<file path="config.mk">
export PLATFORM = sky130hd
export DESIGN_NAME = debug_dump_scheduler
export DESIGN_NICKNAME = d
export VERILOG_FILES = /design/src/rtl/debug_dump_scheduler.sv
export SDC_FILE = /design/constraint.sdc
export NUM_CORES = 1
export LEC_CHECK = 0
export CAP_MARGIN = 40
export CORE_AREA = 2 2 76 78
export CTS_BUF_LIST = sky130_fd_sc_hd__clkbuf_4 sky130_fd_sc_hd__clkbuf_8 sky130_fd_sc_hd__clkbuf_16
export DETAILED_ROUTE_END_ITERATION = 10
export DIE_AREA = 0 0 78 80
export PLACE_DENSITY = 0.74
export SLEW_MARGIN = 20
export SYNTH_ARGS = -nofsm -noshare
export SYNTH_HDL_FRONTEND = slang
export SYNTH_SLANG_ARGS = --single-unit
</file>
<file path="constraint.sdc">
create_clock -name i_clk -period 1.6 [get_ports i_clk]
set_clock_uncertainty 0.05 [all_clocks]
set_input_delay 0.32 -clock i_clk [delete_from_list [all_inputs] [get_ports i_clk]]
set_output_delay 0.32 -clock i_clk [all_outputs]
set_load 0.02 [all_outputs]
</file>
<file path="src/rtl/debug_dump_scheduler.sv">
// Debug dump scheduler: walks the latch, register and memory sections word by word
// and streams each word MSB-byte-first to a UART transmitter.
module debug_dump_scheduler #(
  parameter int BITS_SIZE  = 32,
  parameter int SIZE_TRAMA = 8,
  parameter int N_LATCH    = 16,
  parameter int N_REGS     = 32,
  parameter int N_MEM      = 16
) (
  input  logic                  i_clk,
  input  logic                  i_reset,
  input  logic                  i_start,
  input  logic                  i_abort,
  input  logic [BITS_SIZE-1:0]  i_word,
  input  logic                  i_tx_done,
  output logic [1:0]            o_src,
  output logic [4:0]            o_index,
  output logic                  o_tx_start,
  output logic [SIZE_TRAMA-1:0] o_tx_data,
  output logic                  o_busy,
  output logic                  o_done
);

  localparam int NBYTES = BITS_SIZE / SIZE_TRAMA;
  localparam int CNT_W  = (NBYTES > 1) ? $clog2(NBYTES) : 1;

  localparam logic [CNT_W-1:0] LAST_BYTE  = CNT_W'(NBYTES - 1);
  localparam logic [4:0]       LAST_LATCH = 5'(N_LATCH - 1);
  localparam logic [4:0]       LAST_REGS  = 5'(N_REGS - 1);
  localparam logic [4:0]       LAST_MEM   = 5'(N_MEM - 1);

  typedef enum logic [2:0] {
    IDLE,
    SELECT,
    FETCH,
    SEND,
    WAIT_TX,
    DONE
  } state_e;

  typedef enum logic [1:0] {
    SRC_LATCH = 2'd0,
    SRC_REGS  = 2'd1,
    SRC_MEM   = 2'd2
  } src_e;

  state_e               state_q;
  src_e                 src_q;
  logic [4:0]           index_q;
  logic [BITS_SIZE-1:0] shreg_q;
  logic [CNT_W-1:0]     byte_cnt_q;
  logic                 tx_start_q;
  logic                 busy_q;
  logic                 done_q;

  logic [4:0]           last_index_d;
  logic                 last_byte_d;
  logic                 last_word_d;

  always_comb begin
    last_index_d = LAST_MEM;
    case (src_q)
      SRC_LATCH: last_index_d = LAST_LATCH;
      SRC_REGS:  last_index_d = LAST_REGS;
      default:   last_index_d = LAST_MEM;
    endcase
    last_byte_d = (byte_cnt_q == LAST_BYTE);
    last_word_d = (index_q == last_index_d);
  end

  // Pulse outputs are set on the edge entering SEND/DONE so they are high
  // exactly for the cycle spent in that state.
  always_ff @(posedge i_clk or negedge i_reset) begin
    if (!i_reset) begin
      state_q    <= IDLE;
      src_q      <= SRC_LATCH;
      index_q    <= '0;
      shreg_q    <= '0;
      byte_cnt_q <= '0;
      tx_start_q <= 1'b0;
      busy_q     <= 1'b0;
      done_q     <= 1'b0;
    end else begin
      tx_start_q <= 1'b0;
      done_q     <= 1'b0;
      if (i_abort && (state_q != IDLE)) begin
        state_q <= IDLE;
        busy_q  <= 1'b0;
      end else begin
        case (state_q)
          IDLE: begin
            if (i_start && !i_abort) begin
              src_q   <= SRC_LATCH;
              index_q <= '0;
              busy_q  <= 1'b1;
              state_q <= SELECT;
            end
          end
          SELECT: state_q <= FETCH;
          FETCH: begin
            shreg_q    <= i_word;
            byte_cnt_q <= '0;
            tx_start_q <= 1'b1;
            state_q    <= SEND;
          end
          SEND: state_q <= WAIT_TX;
          WAIT_TX: begin
            if (i_tx_done) begin
              if (!last_byte_d) begin
                byte_cnt_q <= byte_cnt_q + CNT_W'(1);
                shreg_q    <= shreg_q << SIZE_TRAMA;
                tx_start_q <= 1'b1;
                state_q    <= SEND;
              end else if (!last_word_d) begin
                index_q <= index_q + 5'd1;
                state_q <= SELECT;
              end else if (src_q != SRC_MEM) begin
                src_q   <= (src_q == SRC_LATCH) ? SRC_REGS : SRC_MEM;
                index_q <= '0;
                state_q <= SELECT;
              end else begin
                done_q  <= 1'b1;
                state_q <= DONE;
              end
            end
          end
          DONE: begin
            busy_q  <= 1'b0;
            state_q <= IDLE;
          end
          default: begin
            busy_q  <= 1'b0;
            state_q <= IDLE;
          end
        endcase
      end
    end
  end

  assign o_src      = src_q;
  assign o_index    = index_q;
  assign o_tx_start = tx_start_q;
  assign o_tx_data  = shreg_q[BITS_SIZE-1 -: SIZE_TRAMA];
  assign o_busy     = busy_q;
  assign o_done     = done_q;

endmodule
</file>
# After elaboration in Yosys (flattened, before gate mapping)
# Index checks and enable logic that the tools add are counted.
# Widths: inputs -> output; s select.
[word_totals] output_inout_bits=18 regBits=47 inputBits=37
[op_classes] reduce_logical=14 add_sub_neg=2 muxes=40 eq_ne=18 bitwise=1
[op_table] operator="$mux 32" count=2
[op_table] operator="$pmux 32 s2" count=1
[op_table] operator="$mux 5" count=6
[op_table] operator="$mux 3" count=6
[op_table] operator="$mux 2" count=8
[op_table] operator="$pmux 3 s5" count=1
[op_table] operator="$ne 2x2->1 const B" count=7
[op_table] operator="$mux 1" count=11
[op_table] operator="$pmux 5 s2" count=1
[op_table] operator="$ne 3x3->1 const B" count=3
[op_table] operator="$pmux 2 s2" count=2
[op_table] operator="$reduce_and 7->1" count=1
[op_table] operator="$eq 3x2->1 const B" count=2
[op_table] operator="$reduce_and 6->1" count=1
[op_table] operator="$add 5x1->5 const B" count=1
[op_table] operator="$eq 5x5->1" count=1
[op_table] operator="$pmux 1 s2" count=2
[op_table] operator="$reduce_and 2->1" count=2
[op_table] operator="$reduce_and 4->1" count=1
[op_table] operator="$reduce_bool 2->1" count=2
[op_table] operator="$reduce_or 4->1" count=1
[op_table] operator="$eq 3x1->1 const B" count=1
[op_table] operator="$eq 3x3->1 const B" count=1
[op_table] operator="$logic_not 3->1" count=1
[op_table] operator="other kinds (9)" count=10

# Logic depth before layout (Yosys ltp)
[logic_depth] ltp_word=8 ltp_mapped=7 ltp_nobuf=5

# Worst setup path before layout
# OpenSTA, ideal clock, no wires.
[synth_timing] path_type="flip-flop to flip-flop" startpoint="register index_q[0], in the netlist o_index[0]" endpoint="register index_q[3], in the netlist o_index[3]" synth_period_minus_slack_ns=1.808 arrival_ns=1.632 stages_incl_launch_ff=6 required_ns=1.424 setup_ns=0.126 n_path_buf=0 setup_slack_ns=-0.208 cell_sequence="dfrtp_1 ha_1 and3_1 a21oi_1 o21ai_2 a221o_1"
[synth_between] elab_chain_cells=5
[synth_lines] item="start, declared" line="49" text="logic [4:0] index_q;"
[synth_lines] item="start signal, assigned" line="115" text="index_q <= index_q + 5'd1;"
[synth_lines] item="$add 5x1->5 or $eq 5x5->1 (tied branches)" line="115, 68"
[synth_lines] item="$mux 5" line="114" text="end else if (!last_word_d) begin"
[synth_lines] item="$mux 5" line="109" text="if (!last_byte_d) begin"
[synth_lines] item="$mux 5" line="108" text="if (i_tx_done) begin"
[synth_lines] item="$pmux 5 s2" line="90" text="case (state_q)"
# Parallel ways exist; a longest one is shown, timed or not. The select of a mux whose other input is x is not followed.
# A chain may end at the register's enable or synchronous reset.

# Final worst setup path
[layout_timing] startpoint="register index_q[1], in the netlist o_index[1]" endpoint="output o_index[1]"
[layout_lines] item="end, declared" line="17" text="output logic [4:0] o_index,"
# No word-level cell between the ends.

==> run_results.csv <==
group,metric,value,unit
status,outcome,"completed",
layout,nFillCells,463,
routing,drt_first_pass_iters,4,
die,coreArea,5410,um^2
timing,slew_headroom,70.5,%
global_route,grt_antenna_before_repair,0,
timing,rsz0062_at_grt,"yes",
hold_path,min_to,"state_q[2]$_DFFE_PN0P_",
timing,finalCriticalPeriod,1560,ps
clock_network,htree_levels,2,
hold_path,hold_depth,3,
global_route,track_usage,17.4,%
logic_synthesis,synthesis.area,2370,um^2
die,rows,27,
layout,regArea,1180,um^2
clock_network,cts_inserted_buffers,5,
placed_design,gp_congestion,0.871,
hold_path,worstHoldStart,"i_abort",
placed_design,dpl.hpwl,3.73,mm
timing,min_period_over_period,97.8,%
logic_synthesis,synth_edf_count,0,
clock_network,clock_sinks,47,
timing,setup_viol,0,
critical_path,worstSetupPathType,"reg -> out",
global_route,grt_pass1_vias,1888,
die,num_io_pins,55,
timing,setup_tns,0,ps
placed_design,numPortBuffers,54,
critical_path,required,1230,ps
logic_synthesis,syn_inst,236,
power_and_ir_drop,intPower,2.31,mW
die,die_w,78,um
critical_path,path_max_fanout,3,
routing,post_drt_wl_per_cell,13.0,um
logic_synthesis,ys_types,44,
die,start_util,43.9,%
flow_run,drv_cap,0,
logic_synthesis,ys_seq_area_share,49.6,%
layout,n_antenna_cell,0,
logic_synthesis,synthFlopType,"dfrtp_1",
clock_network,cts_root_buf,"clkbuf_8",
timing,slew_violations,0,
hold_path,hold_class,"in -> reg",
logic_synthesis,syn_avg_cell_area,10.0,um^2
power_and_ir_drop,p_sw,1.01,mW
critical_path,crit-reg2reg-launch,"state_q[0]$_DFFE_PN0P_",
layout,fin_util,59.8,%
layout,fin_nets,343,
power_and_ir_drop,combPwrFrac,24.4,%
placed_design,dp_cells,368,
power_and_ir_drop,power.density,1030,nW/um^2
routing,drcViolationCount,0,
clock_network,cts_tree,"built",
logic_synthesis,synth_seq_cells,47,
timing,worst_pin_slew,442,ps
power_and_ir_drop,cellLeakagePower,1.50,nW
critical_path,crit_arrival,1190,ps
layout,area_delta_synth_final,36.4,%
global_route,grt_max_degree,35,
die,fp.dieArea,6240,um^2
layout,drive_gt1_share,18.0,%
power_and_ir_drop,switching_share,30.5,%
routing,drt_iter0_markers,89,
critical_path,r2r_slack,50,ps
routing,routed_via_density,4.95,
critical_path,rr_endpoint,"o_index[0]$_DFFE_PN0P_",
die,die_h,80,um
routing,final_antenna_net_count,0,
layout,instances_no_fill,377,
clock_network,clockBufferDepth,2,
timing,fmax,639,MHz
timing,finalWorstSetupSlack,35.9,ps
power_and_ir_drop,clkPwrFrac,23.1,%
clock_network,clkTransAtPathRegs,80,ps
layout,multi_input_area,1060,um^2
timing,finalHoldViolCount,0,
critical_path,crit_path_end_kind,"output pin",
logic_synthesis,synth_nets,275,
power_and_ir_drop,worst_ir_drop_vdd,0.000445,V
clock_network,clock_latency,300,ps
routing,vias,1868,
critical_path,start_kind,"register",
logic_synthesis,synthArstFlopShare,100,%
critical_path,reg2reg_depth,4,
logic_synthesis,yosys_warnings,0,
power_and_ir_drop,pwr-share-seq,52.5,%
global_route,grt_overflow_total,0,
timing,hold_ws,410,ps
routing,routed_wl,4.89,mm
placed_design,pre_cts_slack,-301,ps
global_route,grt_pass1_wl,8.57,mm
power by group through the flow:
stage | logic, mW | registers (mW) | clock network [mW]
2_1_floorplan | 0.588 | 1.72 | 0
3_3_place_gp | 0.852 | 1.75 | 0
3_5_place_dp | 0.876 | 1.78 | 0
4_1_cts | 0.815 | 1.74 | 0.790
5_1_grt | 0.925 | 1.79 | 0.854
6_report | 0.811 | 1.74 | 0.767
how the worst max path moves through the flow:
stage                                         start                endpoint  slack [ps]
after global routing      byte_cnt_q[0]$_DFFE_PN0P_  shreg_q[4]$_DFFE_PN0P_         -30
after CTS                      o_tx_start$_DFF_PN0_              o_tx_start         0.2
after floorplan              o_index[1]$_DFFE_PN0P_  o_index[3]$_DFFE_PN0P_         0.2
final                        o_index[1]$_DFFE_PN0P_              o_index[1]          40
after global placement                      i_abort  o_index[0]$_DFFE_PN0P_        -270
after detailed placement                    i_abort  o_index[0]$_DFFE_PN0P_        -300
worst max-delay path, stage by stage (launching register included):
cell and delay, ps:
dfrtp_2 430, buf_4 150, dlygate4sd2_1 310
cell type report:
type / count / area share [%]
clock buffer: 7 / 2.79
clock inverter: 1 / 0.271
inverter: 3 / 0.348
multi-input combinational: 165 / 32.9
sequential: 47 / 36.6
tap: 72 / 2.79
timing repair buffer: 82 / 24.3
cell usage after synthesis, types with 3 or more instances:
cell | count | area, um^2
nand2_1 | 47 | 176
a21o_1 | 3 | 22.5
mux2i_1 | 24 | 240
a21oi_1 | 6 | 30.0
nor2_1 | 8 | 30.0
o21ai_0 | 36 | 180
buf_4 | 14 | 105
inv_1 | 3 | 11.3
dfrtp_1 | 47 | 1180
cell families after synthesis:
logic type / count (synthesis) / synth area share [%]
mux: 25 / 10.6
fa+ha+maj: 2 / 1.06
xor+xnor: 2 / 0.739
compound gates: 59 / 14.7
buf+inv: 24 / 7.65
simple gates: 77 / 15.7
flops: 47 / 49.6
through the flow:
| step | power [mW] | area [um^2] |
|---|---|---|
| after floorplan | 2.30 | 2400 |
| after global placement | 2.60 | 3130 |
| after detailed placement | 2.65 | 3130 |
| after CTS | 3.35 | 3220 |
| after global routing | 3.57 | 3230 |
| final | 3.32 | 3230 |
placed cells by master, fill, tap and decap left out, drive strengths merged, types with 6 or more instances in the layout:
cell type,instances
clkbuf,7
o21ai,39
mux2i,24
nand2,47
buf,28
dfrtp,47
nor2,8
clkdlybuf4s50,34
dlygate4sd2,15
a21oi,6
per-layer routing:
metal | up-vias | track usage [%] | routed length, um
met5 | - | 0 | 0
met4 | 0 | 7.02 | 121
met3 | 12 | 3.73 | 175
met2 | 37 | 28.7 | 2390
met1 | 866 | 22.4 | 2210
li1 | 953 | - | -
state kept, by name, indices dropped and copies added (netlist names):
signal and count:
byte_cnt_q 2, o_busy 1, o_done 1, o_index 5, o_src 2, o_tx_start 1, shreg_q 32, state_q 3
what timing repair did:
| item | CTS | global route |
|---|---|---|
| gates resized for setup | 17 | 15 |
| hold buffers | 1 | 0 |
| hold endpoints to repair | 15 | 0 |
| pin swaps | 0 | 1 |
| setup buffers | 0 | 0 |
| endpoints found under the setup margin | 19 | 38 |
| cloned | 0 | 0 |
Power figures use the tool's default switching activity.
